<file path="config.mk">
export PLATFORM = sky130hd
export DESIGN_NAME = countdown_timer_flat
export DESIGN_NICKNAME = d
export VERILOG_FILES = /design/src/rtl/countdown_timer_if.sv /design/src/rtl/countdown_timer.sv /design/src/flat_wrapper.sv
export SDC_FILE = /design/constraint.sdc
export NUM_CORES = 1
export LEC_CHECK = 0
export BUFFER_PORTS_ARGS = -buffer_cell sky130_fd_sc_hd__buf_2
export CORE_UTILIZATION = 35
export DETAILED_ROUTE_END_ITERATION = 10
export SLEW_MARGIN = 10
export SYNTH_ARGS = -nofsm -noshare
export SYNTH_HDL_FRONTEND = slang
export SYNTH_SLANG_ARGS = --single-unit
</file>
<file path="constraint.sdc">
create_clock -name clk_1hz -period 5.2 [get_ports clk_1hz]
set_input_delay 0.26 -clock clk_1hz [delete_from_list [all_inputs] [get_ports clk_1hz]]
set_output_delay 0.26 -clock clk_1hz [all_outputs]
set_load 0.01 [all_outputs]
</file>
<file path="src/rtl/countdown_timer_if.sv">
// Control, preset and display bundle for countdown_timer.
// The master drives load/enable/presets; the slave (the timer) drives digits and status.
interface countdown_timer_if;
    logic       load;
    logic       enable;
    logic [3:0] preset_sec_unit;
    logic [3:0] preset_sec_tens;
    logic [3:0] preset_min_unit;
    logic [3:0] preset_min_tens;
    logic [3:0] sec_unit;
    logic [3:0] sec_tens;
    logic [3:0] min_unit;
    logic [3:0] min_tens;
    logic [1:0] state;
    logic       running;
    logic       done;
    logic       alarm;

    modport master (
        output load, enable,
        output preset_sec_unit, preset_sec_tens, preset_min_unit, preset_min_tens,
        input  sec_unit, sec_tens, min_unit, min_tens,
        input  state, running, done, alarm
    );

    modport slave (
        input  load, enable,
        input  preset_sec_unit, preset_sec_tens, preset_min_unit, preset_min_tens,
        output sec_unit, sec_tens, min_unit, min_tens,
        output state, running, done, alarm
    );
endinterface

</file>
<file path="src/rtl/countdown_timer.sv">
// MM:SS BCD countdown timer with timed alarm on expiry.
// Define COUNTDOWN_AUTO_RELOAD_EN to reload the preset on expiry and keep running.
module countdown_timer #(
    parameter int ALARM_CYCLES = 10
) (
    input  logic               clk_1hz,
    input  logic               reset,
    countdown_timer_if.slave   bus
);

    localparam int ACW = (ALARM_CYCLES > 0) ? $clog2(ALARM_CYCLES + 1) : 1;

    typedef enum logic [1:0] {
        IDLE  = 2'd0,
        RUN   = 2'd1,
        PAUSE = 2'd2,
        DONE  = 2'd3
    } state_t;

    // Digit index: 0 = sec units, 1 = sec tens, 2 = min units, 3 = min tens.
    state_t           state_reg, state_next;
    logic [3:0]       digit_reg [4];
    logic [3:0]       digit_next [4];
    logic [3:0]       digit_dec [4];
    logic [3:0]       preset_in [4];
    logic [3:0]       preset_clean [4];
    logic [4:0]       borrow;
    logic             done_reg, done_next;
    logic             alarm_reg, alarm_next;
    logic [ACW-1:0]   alarm_cnt_reg, alarm_cnt_next;
    logic             count_zero;
    logic             count_one;
`ifdef COUNTDOWN_AUTO_RELOAD_EN
    logic [3:0]       preset_reg [4];
    logic [3:0]       preset_next [4];
`endif

    assign preset_in[0] = bus.preset_sec_unit;
    assign preset_in[1] = bus.preset_sec_tens;
    assign preset_in[2] = bus.preset_min_unit;
    assign preset_in[3] = bus.preset_min_tens;
    assign borrow[0]    = 1'b1;

    // Units digits wrap/clamp at 9, tens digits at 5.
    generate
        for (genvar gi = 0; gi < 4; gi++) begin : g_digit
            localparam logic [3:0] LIMIT = (gi % 2 == 0) ? 4'd9 : 4'd5;
            assign preset_clean[gi] = (preset_in[gi] > LIMIT) ? LIMIT : preset_in[gi];
            assign borrow[gi+1]     = borrow[gi] && (digit_reg[gi] == 4'd0);
            assign digit_dec[gi]    = !borrow[gi]              ? digit_reg[gi] :
                                      (digit_reg[gi] == 4'd0)  ? LIMIT :
                                                                 digit_reg[gi] - 4'd1;
        end
    endgenerate

    assign count_zero = (digit_reg[0] == 4'd0) && (digit_reg[1] == 4'd0) &&
                        (digit_reg[2] == 4'd0) && (digit_reg[3] == 4'd0);
    assign count_one  = (digit_reg[0] == 4'd1) && (digit_reg[1] == 4'd0) &&
                        (digit_reg[2] == 4'd0) && (digit_reg[3] == 4'd0);

    always_ff @(posedge clk_1hz or posedge reset) begin
        if (reset) begin
            state_reg     <= IDLE;
            done_reg      <= 1'b0;
            alarm_reg     <= 1'b0;
            alarm_cnt_reg <= '0;
            for (int i = 0; i < 4; i++) begin
                digit_reg[i] <= 4'd0;
`ifdef COUNTDOWN_AUTO_RELOAD_EN
                preset_reg[i] <= 4'd0;
`endif
            end
        end else begin
            state_reg     <= state_next;
            done_reg      <= done_next;
            alarm_reg     <= alarm_next;
            alarm_cnt_reg <= alarm_cnt_next;
            for (int i = 0; i < 4; i++) begin
                digit_reg[i] <= digit_next[i];
`ifdef COUNTDOWN_AUTO_RELOAD_EN
                preset_reg[i] <= preset_next[i];
`endif
            end
        end
    end

    always_comb begin
        state_next     = state_reg;
        digit_next     = digit_reg;
        done_next      = done_reg;
        alarm_next     = alarm_reg;
        alarm_cnt_next = alarm_cnt_reg;
`ifdef COUNTDOWN_AUTO_RELOAD_EN
        preset_next    = preset_reg;
`endif
        if (bus.load) begin
            digit_next     = preset_clean;
`ifdef COUNTDOWN_AUTO_RELOAD_EN
            preset_next    = preset_clean;
`endif
            state_next     = IDLE;
            done_next      = 1'b0;
            alarm_next     = 1'b0;
            alarm_cnt_next = '0;
        end else begin
`ifdef COUNTDOWN_AUTO_RELOAD_EN
            done_next = 1'b0;
`endif
            if (alarm_reg) begin
                if (alarm_cnt_reg == '0)
                    alarm_next = 1'b0;
                else
                    alarm_cnt_next = alarm_cnt_reg - ACW'(1);
            end
            case (state_reg)
                IDLE: begin
                    if (bus.enable && !count_zero)
                        state_next = RUN;
                end
                RUN: begin
                    if (!bus.enable) begin
                        state_next = PAUSE;
                    end else if (count_one) begin
                        // Expiry restarts the alarm even if a previous one is still running.
                        done_next = 1'b1;
                        if (ALARM_CYCLES > 0) begin
                            alarm_next     = 1'b1;
                            alarm_cnt_next = ACW'(ALARM_CYCLES - 1);
                        end
`ifdef COUNTDOWN_AUTO_RELOAD_EN
                        digit_next = preset_reg;
`else
                        digit_next = digit_dec;
                        state_next = DONE;
`endif
                    end else begin
                        digit_next = digit_dec;
                    end
                end
                PAUSE: begin
                    if (bus.enable)
                        state_next = RUN;
                end
                default: ;
            endcase
        end
    end

    always_comb begin
        bus.sec_unit = digit_reg[0];
        bus.sec_tens = digit_reg[1];
        bus.min_unit = digit_reg[2];
        bus.min_tens = digit_reg[3];
        bus.state    = state_reg;
        bus.running  = (state_reg == RUN);
        bus.done     = done_reg;
        bus.alarm    = alarm_reg;
    end

endmodule

</file>
<file path="src/flat_wrapper.sv">
// flat-port wrapper written by rule: the top's interface ports become plain ports
module countdown_timer_flat 
#(
    parameter int ALARM_CYCLES = 10
)
  (clk_1hz, reset, bus_load, bus_enable, bus_preset_sec_unit, bus_preset_sec_tens, bus_preset_min_unit, bus_preset_min_tens, bus_sec_unit, bus_sec_tens, bus_min_unit, bus_min_tens, bus_state, bus_running, bus_done, bus_alarm);
  countdown_timer_if bus_i ();
  input  logic clk_1hz;
  input  logic reset;
  input wire logic [$bits(bus_i.load)-1:0] bus_load;
  input wire logic [$bits(bus_i.enable)-1:0] bus_enable;
  input wire logic [$bits(bus_i.preset_sec_unit)-1:0] bus_preset_sec_unit;
  input wire logic [$bits(bus_i.preset_sec_tens)-1:0] bus_preset_sec_tens;
  input wire logic [$bits(bus_i.preset_min_unit)-1:0] bus_preset_min_unit;
  input wire logic [$bits(bus_i.preset_min_tens)-1:0] bus_preset_min_tens;
  output wire logic [$bits(bus_i.sec_unit)-1:0] bus_sec_unit;
  output wire logic [$bits(bus_i.sec_tens)-1:0] bus_sec_tens;
  output wire logic [$bits(bus_i.min_unit)-1:0] bus_min_unit;
  output wire logic [$bits(bus_i.min_tens)-1:0] bus_min_tens;
  output wire logic [$bits(bus_i.state)-1:0] bus_state;
  output wire logic [$bits(bus_i.running)-1:0] bus_running;
  output wire logic [$bits(bus_i.done)-1:0] bus_done;
  output wire logic [$bits(bus_i.alarm)-1:0] bus_alarm;
  assign bus_i.load = bus_load;
  assign bus_i.enable = bus_enable;
  assign bus_i.preset_sec_unit = bus_preset_sec_unit;
  assign bus_i.preset_sec_tens = bus_preset_sec_tens;
  assign bus_i.preset_min_unit = bus_preset_min_unit;
  assign bus_i.preset_min_tens = bus_preset_min_tens;
  assign bus_sec_unit = bus_i.sec_unit;
  assign bus_sec_tens = bus_i.sec_tens;
  assign bus_min_unit = bus_i.min_unit;
  assign bus_min_tens = bus_i.min_tens;
  assign bus_state = bus_i.state;
  assign bus_running = bus_i.running;
  assign bus_done = bus_i.done;
  assign bus_alarm = bus_i.alarm;
  countdown_timer #(.ALARM_CYCLES(ALARM_CYCLES)) u_core (.clk_1hz(clk_1hz), .reset(reset), .bus(bus_i));
endmodule
</file>
# Word level (Yosys, flattened, before mapping)
# Index checks and enable logic that the tools add are counted.
[totals] ff_bits=24 input_bits=20 output_inout_bits=21 word_cells=86
[classes] add_sub_neg=5 magnitude_cmp=4 eq_ne=6 muxes=36 n_reduce_logical=27
[op_table] operator="two-way mux 4 bit" count=17
[op_table] operator="two-way mux 16 bit" count=3
[op_table] operator="logical NOT 4 bit" count=5
[op_table] operator="subtractor 4 x 1 -> 4 bit (second input constant)" count=5
[op_table] operator="AND reduction 3 bit" count=4
[op_table] operator="nonzero test 2 bit" count=6
[op_table] operator="two-way mux 1 bit" count=10
[op_table] operator="two-way mux 2 bit" count=5
[op_table] operator="greater-than comparator 4 x 3 -> 1 bit (second input constant)" count=2
[op_table] operator="greater-than comparator 4 bit (second input constant)" count=2
[op_table] operator="logical AND 1 bit" count=7
[op_table] operator="one-hot mux 2 bit (3 select lines)" count=1
[op_table] operator="equality test 4 x 1 -> 1 bit (second input constant)" count=1
[op_table] operator="!= test 4 x 3 -> 1 bit (second input constant)" count=1
[op_table] operator="AND reduction 4 bit" count=1
[op_table] operator="nonzero test 4 bit" count=1
[op_table] operator="!= test 3 x 2 -> 1 bit (second input constant)" count=1
[op_table] operator="!= test 3 bit (second input constant)" count=1
[op_table] operator="equality test 2 x 1 -> 1 bit (second input constant)" count=1
[op_table] operator="equality test 2 bit (second input constant)" count=1
[op_table] operator="logical NOT 2 bit" count=1
[op_table] operator="AND reduction 2 bit" count=1
[op_table] operator="logical NOT 1 bit" count=1

# Longest topological paths before layout
# Gate-level depths: netlist of run 1.
[depth] word_depth=9 ltp_mapped=6 ltp_nobuf=6

# Worst setup path before layout of run 1
# OpenSTA, ideal clock, no wires.
[synth_path] kind="reg-to-reg" startpoint="register u_core.digit_reg (netlist bit u_core.bus.sec_unit[0])" endpoint="register u_core.digit_reg (netlist bit u_core.bus.min_unit[1])" setup_time_ns=0.119 arrival_ns=1.636 required_time_ns=5.081 path_slack_ns=3.445 stages_incl_launch_ff=6 n_path_buf=1 period_less_slack_ns=1.755 cell_sequence="dfrtp_1 -> buf_6 -> or4_4 -> nor4_4 -> mux2i_1 -> o21ai_2"
[synth_between] elab_chain_len=4
[synth_rtl] item="start, declared" line_no="countdown_timer.sv:22" text="logic [3:0] digit_reg [4];"
[synth_rtl] item="start signal, assigned by index" line_no="countdown_timer.sv:79" text="digit_reg[i] <= digit_next[i];"
[synth_rtl] item="logical NOT 4 bit" line_no="countdown_timer.sv:49" text="assign borrow[gi+1] = borrow[gi] && (digit_reg[gi] == 4'd0);"
[synth_rtl] item="logical AND 1 bit" line_no="countdown_timer.sv:49"
[synth_rtl] item="nonzero test 2 bit (no line)"
[synth_rtl] item="AND reduction 3 bit (no line)"
# Every way passes these cells.
# A chain may end at the register's enable or synchronous reset.

# Worst setup path in the final report of run 1
# Ends and elaborated chain as after synthesis.

==> results.sh, run 1 <==
export IMPL_period_minus_slack_ns=1.83
export IMPL_endpoint_kind="register"
export IMPL_ys_flop_type="dfrtp_1"
export IMPL_boundaryPins=41
export IMPL_grt_util_met1=0.218
export IMPL_coreArea_um2=3770
export IMPL_p_sw_uw=119
export IMPL_ys_seq_elements=24
export IMPL_wl_per_cell_um=13.7
export IMPL_synthCells=147
export IMPL_crit_type="reg -> reg"
export IMPL_initial_utilization=0.378
export IMPL_grt_overflow_total=0
export IMPL_synth_top_area_frac=0.422
export IMPL_status="completed"
export IMPL_yosys_warnings=0
export IMPL_dr_pass1_iters=4
export IMPL_synth_most_common_cell="dfrtp_1"
export IMPL_clk_pin_slew_ns=0.09
export IMPL_drt_total_wl_mm=3.21
export IMPL_critPathMaxStageDelay_ns=0.61
export IMPL_maxCapViolCount=0
export IMPL_p_seq_frac=0.481
export IMPL_grt_use_total=0.168
export IMPL_holdBufCountCts=0
export IMPL_p_comb_frac=0.158
export IMPL_worst_pin_slew_ns=0.901
export IMPL_die_w_um=65.8
export IMPL_synth_area_um2=1420
export IMPL_synth_cell_types=46
export IMPL_fp_dieH_um=65.8
export IMPL_cellPowerDensity_nw_per_um2=261
export IMPL_switching_share=0.265
export IMPL_io_buffers=40
export IMPL_fin_area_um2=1730
export IMPL_synthTopCellsByArea="dfrtp_1 (42%), nor4_4 (4.5%), o21ai_0 (4.2%)"
export IMPL_area_growth_syn_to_layout_pct=21.3
export IMPL_r2r_start="u_core.bus.sec_unit[0]"
export IMPL_p_clk_frac=0.361
export IMPL_antenna_found_initial=0
export IMPL_report_final_slew_viol_count=0
export IMPL_rsz0062_at_grt="no"
export IMPL_async_flop_share=1.00
export IMPL_max_slew_margin_rel=0.399
export IMPL_clockRootBuffer="clkbuf_8"
export IMPL_drt_initial_drc_count=29
export IMPL_path_max_fanout=9
export IMPL_clk_path_buf_depth=2
export IMPL_cts_tree="built"
export IMPL_grt_pass1_wl_mm=5.52
export IMPL_grt_max_degree=33
export IMPL_fin_nets=208
export IMPL_ff2ff_setup_slack_ns=3.37
export IMPL_cts_made_buffers=3
export IMPL_dieArea_um2=4330
export IMPL_synth_fp_nets=168
export IMPL_avgViaCountPerCell=5.33
export IMPL_critPathRequiredTime_ns=5.35
export IMPL_timing_fmax_ghz=0.546
export IMPL_synth_top_cell_by_area="dfrtp_1"
export IMPL_synth_commonest_cells="dfrtp_1 (24), nor2_1 (16), o21ai_0 (12), a21oi_1 (10), inv_1 (9)"
export IMPL_finalSetupTns_ns=0
export IMPL_placed_area_um2=1660
export IMPL_cts_setup_buffers=0
export IMPL_peakVddDrop_mv=0.159
export IMPL_p_leak_uw=0.000814
export IMPL_antenna_left=0
export IMPL_gp_congestion=0.828
export IMPL_n_antenna_cell=0
export IMPL_hold_path_class="in -> async"
export IMPL_hold_violations=0
export IMPL_setup_viol=0
export IMPL_setup_worst_path_start="u_core.bus.sec_unit[0]"
export IMPL_critical_path_cell_chain="or4_4, nor4_4, mux2i_1, o21ai_2"
export IMPL_dp_hpwl_mm=2.47
export IMPL_htree_levels=1
export IMPL_min_period_over_period=0.352
export IMPL_crit_path_start_kind="register"
export IMPL_busiest_layer="met2"
export IMPL_cts_sinks=24
export IMPL_use_met2=0.283
export IMPL_crit_family="simple AND/OR/NAND/NOR gates"
export IMPL_grt_pass1_vias=1196
export IMPL_grtUsageMet3=0.0241
export IMPL_p_int_uw=331
export IMPL_cpMaxStageDelayCell="or4_4"
export IMPL_synth_edf_count=0
export IMPL_syn_avg_cell_area_um2=9.69
export IMPL_seq_area_frac_synth=0.422
export IMPL_cp_num_buf_inv=0
export IMPL_crit_arrival_ns=1.98
export IMPL_route_detailed_drc=0
export IMPL_post_cts_resized=0
export IMPL_via_count=1248
export IMPL_fin_skew_ns=0.0104
export IMPL_drive_gt1_frac=0.296
export IMPL_rows=22
export IMPL_insertion_delay_ns=0.27
==> per-layer routing <==
| metal | vias up | wire length, um |
|---|---|---|
| li1 | 628 | - |
| met1 | 598 | 1500 |
| met2 | 18 | 1590 |
| met3 | 4 | 77 |
| met4 | 0 | 41 |
| met5 | - | 0 |
==> cells by family (layout without fill, tap and decap cells) <==
family,after synthesis,in the layout,synth area share
flops,24,24,0.422
simple gates,58,58,0.278
compound gates,41,41,0.188
mux,5,5,0.0352
buf+inv,14,53,0.0439
fa+ha+maj,1,1,0.00879
xor+xnor,4,4,0.0246
==> layout by cell type, fill, tap and decap left out, types with 3 or more instances in the layout <==
cell type	n
nor3b_1	4
nand2_1	6
o21ai_0	12
mux2i_1	5
a21oi_1	10
buf_2	40
nand3_1	5
dfrtp_1	24
clkbuf_8	3
inv_1	9
nor2_1	16
nor4_4	3
nor3_1	5
==> per-stage QoR <==
step | utilization | total power (uW) | std cells | worst slack (ns) | hold WS (ns)
6_report | 0.458 | 450 | 234 | 3.37 | 0.173
5_1_grt | 0.458 | 474 | 234 | 3.27 | 0.219
4_1_cts | 0.458 | 454 | 234 | 3.38 | 0.210
3_5_place_dp | 0.439 | 292 | 230 | 3.39 | 0.490
3_3_place_gp | 0.439 | 290 | 230 | 3.42 | 0.482
2_1_floorplan | - | 264 | 147 | 3.44 | 0.275
==> final timing paths <==
check | to | cells past startpoint
setup / recovery | u_core.bus.min_unit[1] | 4
hold / removal | u_core.bus.min_tens[1] | 2
setup reg to reg | u_core.bus.min_unit[1] | 4
hold reg to reg | u_core.bus.done | 2
max in group asynchronous | u_core.bus.alarm | 2
min in group clk_1hz | u_core.bus.sec_tens[1] | 2
==> power by group through the flow <==
stage | clock, uW | sequential [uW] | combinational [uW]
final | 163 | 217 | 71.3
after global routing | 175 | 219 | 80.6
after CTS | 165 | 216 | 72.5
after detailed placement | 0 | 220 | 72.0
after global placement | 0 | 219 | 71.5
after floorplan | 0 | 220 | 43.8
==> cell type report <==
| class | instances | area (um2) |
|---|---|---|
| fill | 381 | 2040 |
| multi-input combinational | 109 | 761 |
| sequential | 24 | 601 |
| timing repair buffer | 40 | 200 |
| tap | 48 | 60.1 |
| clock buffer | 3 | 41.3 |
| inverter | 9 | 33.8 |
| clock inverter | 1 | 30.0 |
No activity file was read; power rests on OpenSTA's default activity.
==> inputs of run 2 (changes only) <==
==> constraint.sdc (replaced) <==
create_clock -name clk_1hz -period 1.6 [get_ports clk_1hz]
set_input_delay 0.08 -clock clk_1hz [delete_from_list [all_inputs] [get_ports clk_1hz]]
set_output_delay 0.08 -clock clk_1hz [all_outputs]
set_load 0.01 [all_outputs]
==> results.sh, run 2 (synthesis gave the netlist of run 1 again) <==
export IMPL_status="finished with violations"
export IMPL_violations="negative setup slack"
export IMPL_p_seq_frac=0.469
export IMPL_wl_per_cell_um=14.5
export IMPL_grt_pass1_vias=1514
export IMPL_insertion_delay_ns=0.27
export IMPL_clockRootBuffer="clkbuf_8"
export IMPL_ff2ff_setup_slack_ns=-0.07
export IMPL_dr_pass1_iters=4
export IMPL_via_count=1402
export IMPL_initial_utilization=0.378
export IMPL_final_cell_mix="buf_2 (40), buf_4 (30), dfrtp_1 (18)"
export IMPL_dp_slack_ns=-0.0811
export IMPL_p_clk_frac=0.284
export IMPL_peakVddDrop_mv=0.301
export IMPL_period_minus_slack_ns=1.67
export IMPL_htree_levels=1
export IMPL_hold_violations=0
export IMPL_hold_path_class="in -> reg"
export IMPL_grt_use_total=0.199
export IMPL_endpoint_kind="register"
export IMPL_holdCritStartpoint="bus_preset_sec_tens[3]"
export IMPL_max_slew_margin_rel=0.682
export IMPL_cpMaxStageDelayCell="or4_4"
export IMPL_worst_pin_slew_ns=0.465
export IMPL_dp_hpwl_mm=2.93
export IMPL_gp_congestion=0.842
export IMPL_clk_pin_slew_ns=0.08
export IMPL_dieArea_um2=4330
export IMPL_io_buffers=40
export IMPL_rsz0062_at_grt="yes"
export IMPL_drt_initial_drc_count=31
export IMPL_fin_skew_ns=0.00446
export IMPL_instances_no_fill=265
export IMPL_p_sw_uw=412
export IMPL_fin_nets=239
export IMPL_path_max_fanout=4
export IMPL_boundaryPins=41
export IMPL_antenna_found_initial=0
export IMPL_grt_overflow_total=0
export IMPL_timing_final_ws_setup_ns=-0.0666
export IMPL_min_period_over_period=1.04
export IMPL_crit_type="reg -> reg"
export IMPL_whs_endpoint="u_core.bus.sec_tens[1]"
export IMPL_reg2reg_to="u_core.bus.min_unit[1]"
export IMPL_grt_max_degree=26
export IMPL_switching_share=0.285
export IMPL_cts_made_buffers=3
export IMPL_setup_worst_path_start="u_core.bus.sec_unit[2]"
export IMPL_n_antenna_cell=0
export IMPL_reg2reg_depth=4
export IMPL_grt_pass1_wl_mm=6.56
export IMPL_cellPowerDensity_nw_per_um2=732
export IMPL_dp_cells=259
export IMPL_area_growth_syn_to_layout_pct=38.8
export IMPL_drt_total_wl_mm=3.84
export IMPL_fp_dieH_um=65.8
export IMPL_coreArea_um2=3770
export IMPL_cts_sinks=24
export IMPL_antenna_left=0
export IMPL_critPathMaxStageDelay_ns=0.53
export IMPL_drive_gt1_frac=0.442
export IMPL_fillers=375
export IMPL_clk_path_buf_depth=2
export IMPL_setup_viol=4
export IMPL_crit_arrival_ns=1.82
export IMPL_critPathRequiredTime_ns=1.75
export IMPL_cts_tree="built"
export IMPL_report_final_slew_viol_count=0
export IMPL_maxCapViolCount=0
export IMPL_critical_path_cell_chain="or4_4, nor4_4, mux2i_1, o21ai_2"
export IMPL_route_detailed_drc=0
export IMPL_die_w_um=65.8
export IMPL_holdWs_ns=0.0261
export IMPL_r2r_start="u_core.bus.sec_unit[2]"
export IMPL_final_util=0.524
export IMPL_avgViaCountPerCell=5.29
export IMPL_p_leak_uw=0.000954
export IMPL_p_comb_frac=0.247
export IMPL_final_common_cell="buf_2"
export IMPL_p_int_uw=1030
export IMPL_whs_path_depth=2
export IMPL_crit_path_start_kind="register"
export IMPL_timing_fmax_ghz=0.600
export IMPL_rows=22
[run 2: timing repair]
item | 4_1_cts | 5_1_grt
endpoints found under the hold margin | 24 | 0
cloned | 0 | 0
hold buffers | 1 | 0
setup buffers | 1 | 0
resized for setup | 2 | 3
setup endpoints to repair | 13 | 17
pin swaps | 9 | 2
[run 2: layout make-up]
| cell class | instances | area (um2) | area share |
|---|---|---|---|
| clock buffer | 4 | 55.1 | 0.0279 |
| inverter | 9 | 33.8 | 0.0171 |
| multi-input combinational | 109 | 783 | 0.396 |
| sequential | 24 | 608 | 0.308 |
| tap | 48 | 60.1 | 0.0304 |
| timing repair buffer | 71 | 435 | 0.220 |
[run 2: worst max path at each step]
stage | to | slack, ns | cells past startpoint
6_report | u_core.bus.min_unit[1] | -0.07 | 4
4_1_cts | u_core.bus.min_unit[1] | -0.08 | 4
3_5_place_dp | u_core.bus.min_unit[1] | -0.08 | 4
5_1_grt | u_core.bus.min_unit[1] | -0.14 | 4
2_1_floorplan | u_core.bus.min_unit[1] | -0.06 | 4
3_3_place_gp | u_core.bus.min_unit[2] | -0.05 | 5
[run 2: layer usage]
layer	vias to the layer above	global-route usage	wire, um
met5	-	0	0
met4	0	0.0761	35
met3	4	0.0224	113
met2	30	0.374	2130
met1	684	0.227	1560
li1	684	-	-
[run 2: worst max-delay path: cells and delay by family (launching register included)]
kind | cells | cell delay, ns
and+or+nand+nor | 2 | 0.79
AOI/OAI and AO/OA | 1 | 0.06
DFF | 1 | 0.45
muxes | 1 | 0.25
[run 2: per-stage QoR]
| stage | TNS [ns] | area [um2] | power (uW) |
|---|---|---|---|
| 5_1_grt | -1.06 | 1980 | 1540 |
| 3_5_place_dp | -0.357 | 1890 | 1040 |
| 3_3_place_gp | -0.188 | 1890 | 1030 |
| 6_report | -0.119 | 1980 | 1450 |
| 2_1_floorplan | -0.106 | 1440 | 863 |
| 4_1_cts | -0.210 | 1970 | 1460 |
[run 2: power groups by stage]
| stage | sequential (uW) | clock (uW) | combinational (uW) |
|---|---|---|---|
| floorplan | 718 | 0 | 145 |
| global placement | 689 | 0 | 341 |
| detailed placement | 691 | 0 | 349 |
| CTS | 678 | 426 | 358 |
| global route | 683 | 457 | 395 |
| finish | 678 | 411 | 357 |
==> inputs of run 3 (changes only) <==
==> constraint.sdc (replaced) <==
create_clock -name clk_1hz -period 1.6 [get_ports clk_1hz]
set_input_delay 0.16 -clock clk_1hz [delete_from_list [all_inputs] [get_ports clk_1hz]]
set_output_delay 0.16 -clock clk_1hz [all_outputs]
set_load 0.01 [all_outputs]
==> results.sh, run 3 (synthesis gave the netlist of run 1 again) <==
export IMPL_status="finished with violations"
export IMPL_violations="negative setup slack"
export IMPL_final_util=0.538
export IMPL_die_w_um=65.8
export IMPL_reg2reg_to="u_core.bus.min_unit[1]"
export IMPL_max_slew_margin_rel=0.759
export IMPL_crit_path_start_kind="register"
export IMPL_grt_max_degree=25
export IMPL_reg2reg_depth=4
export IMPL_wl_per_cell_um=14.0
export IMPL_r2r_start="u_core.bus.sec_tens[1]"
export IMPL_route_detailed_drc=0
export IMPL_drt_total_wl_mm=3.76
export IMPL_peakVddDrop_mv=0.328
export IMPL_wl_met1_mm=1.55
export IMPL_avgViaCountPerCell=5.12
export IMPL_initial_utilization=0.378
export IMPL_maxCapViolCount=0
export IMPL_antenna_found_initial=0
export IMPL_htree_levels=1
export IMPL_whs_endpoint="u_core.bus.sec_tens[1]"
export IMPL_rsz0062_at_grt="yes"
export IMPL_gp_congestion=0.848
export IMPL_timing_final_ws_setup_ns=-0.0672
export IMPL_path_max_fanout=3
export IMPL_drive_gt1_frac=0.477
export IMPL_insertion_delay_ns=0.27
export IMPL_ff2ff_setup_slack_ns=-0.07
export IMPL_worst_pin_slew_ns=0.353
export IMPL_report_final_slew_viol_count=0
export IMPL_boundaryPins=41
export IMPL_via_count=1371
export IMPL_critPathMaxStageDelay_ns=0.55
export IMPL_cpMaxStageDelayCell="or4_4"
export IMPL_cts_tree="built"
export IMPL_p_leak_uw=0.000968
export IMPL_setup_viol=2
export IMPL_dieArea_um2=4330
export IMPL_hold_path_class="in -> reg"
export IMPL_final_common_cell="buf_2"
export IMPL_route_met2_wl_mm=2.05
export IMPL_hold_violations=0
export IMPL_fin_nets=242
export IMPL_finalSetupTns_ns=-0.0705
export IMPL_clk_path_buf_depth=2
export IMPL_holdCritStartpoint="bus_preset_sec_tens[3]"
export IMPL_cts_sinks=24
export IMPL_n_antenna_cell=0
export IMPL_area_growth_syn_to_layout_pct=42.5
export IMPL_final_cell_mix="buf_2 (40), buf_4 (33), dfrtp_1 (18)"
export IMPL_fin_skew_ns=0.00207
export IMPL_crit_type="reg -> reg"
export IMPL_fp_dieH_um=65.8
export IMPL_cp_num_buf_inv=0
export IMPL_grt_pass1_wl_mm=6.22
export IMPL_coreArea_um2=3770
export IMPL_clk_pin_slew_ns=0.08
export IMPL_dp_hpwl_mm=2.93
export IMPL_min_period_over_period=1.04
export IMPL_rows=22
export IMPL_drt_initial_drc_count=25
export IMPL_dp_slack_ns=-0.0639
export IMPL_wl_met3_um=113
export IMPL_cellPowerDensity_nw_per_um2=719
export IMPL_critPathRequiredTime_ns=1.76
export IMPL_highest_layer="met4"
export IMPL_crit_family="simple AND/OR/NAND/NOR gates"
export IMPL_dr_pass1_iters=4
export IMPL_fin_area_um2=2030
export IMPL_period_minus_slack_ns=1.67
export IMPL_io_buffers=40
export IMPL_antenna_left=0
export IMPL_crit_arrival_ns=1.83
export IMPL_placed_area_um2=1900
export IMPL_cts_made_buffers=3
export IMPL_clockRootBuffer="clkbuf_8"
export IMPL_grt_pass1_vias=1415
export IMPL_endpoint_kind="register"
export IMPL_timing_fmax_ghz=0.600
export IMPL_grt_use_total=0.192
export IMPL_critical_path_cell_chain="or4_4, nor4_4, mux2i_1, o21ai_2"
export IMPL_whs_path_depth=2
export IMPL_grt_overflow_total=0
==> run 3: layout make-up <==
class	instances	area, um2
Timing Repair Buffer	74	458
Clock buffer	4	55.1
Sequential cell	24	608
Fill cell	362	1740
Tap cell	48	60.1
Inverter	9	33.8
Multi-Input combinational cell	109	815
==> run 3: worst max path at each step <==
stage,to,cells past startpoint,slack (ns),startpoint
finish,u_core.bus.min_unit[1],4,-0.07,u_core.bus.sec_tens[1]
global route,u_core.bus.min_unit[1],4,-0.11,u_core.bus.sec_tens[1]
CTS,u_core.bus.min_unit[1],4,-0.05,u_core.bus.sec_unit[2]
detailed placement,u_core.bus.min_unit[1],4,-0.06,u_core.bus.sec_tens[1]
global placement,u_core.bus.min_unit[1],4,-0.04,u_core.bus.sec_tens[1]
floorplan,u_core.bus.min_unit[1],4,-0.06,u_core.bus.sec_tens[1]
==> run 3: through the flow <==
| step | hold slack [ns] | total power (uW) | std cells |
|---|---|---|---|
| after global routing | 0.122 | 1540 | 268 |
| after global placement | 0.223 | 1030 | 261 |
| after CTS | 0.113 | 1470 | 268 |
| final | 0.112 | 1460 | 268 |
| after detailed placement | 0.222 | 1040 | 261 |
| after floorplan | 0.174 | 863 | 147 |
==> run 3: routing by layer <==
metal / GRT usage / up-vias
met5: 0 / -
met4: 0.0761 / 0
met3: 0.0207 / 5
met2: 0.367 / 25
met1: 0.211 / 651
li1: - / 690
==> run 3: timing repair <==
action | CTS | global route
endpoints found under the hold margin | 24 | 0
buffers inserted | 2 | 0
setup endpoints to repair | 9 | 15
pin swaps | 6 | 5
gates resized for setup | 3 | 10
hold buffers | 1 | 0
==> run 3: where the power goes <==
part	internal [uW]	switching (uW)	total, uW
logic	180	186	366
registers	641	39.1	680
clock network	220	193	413
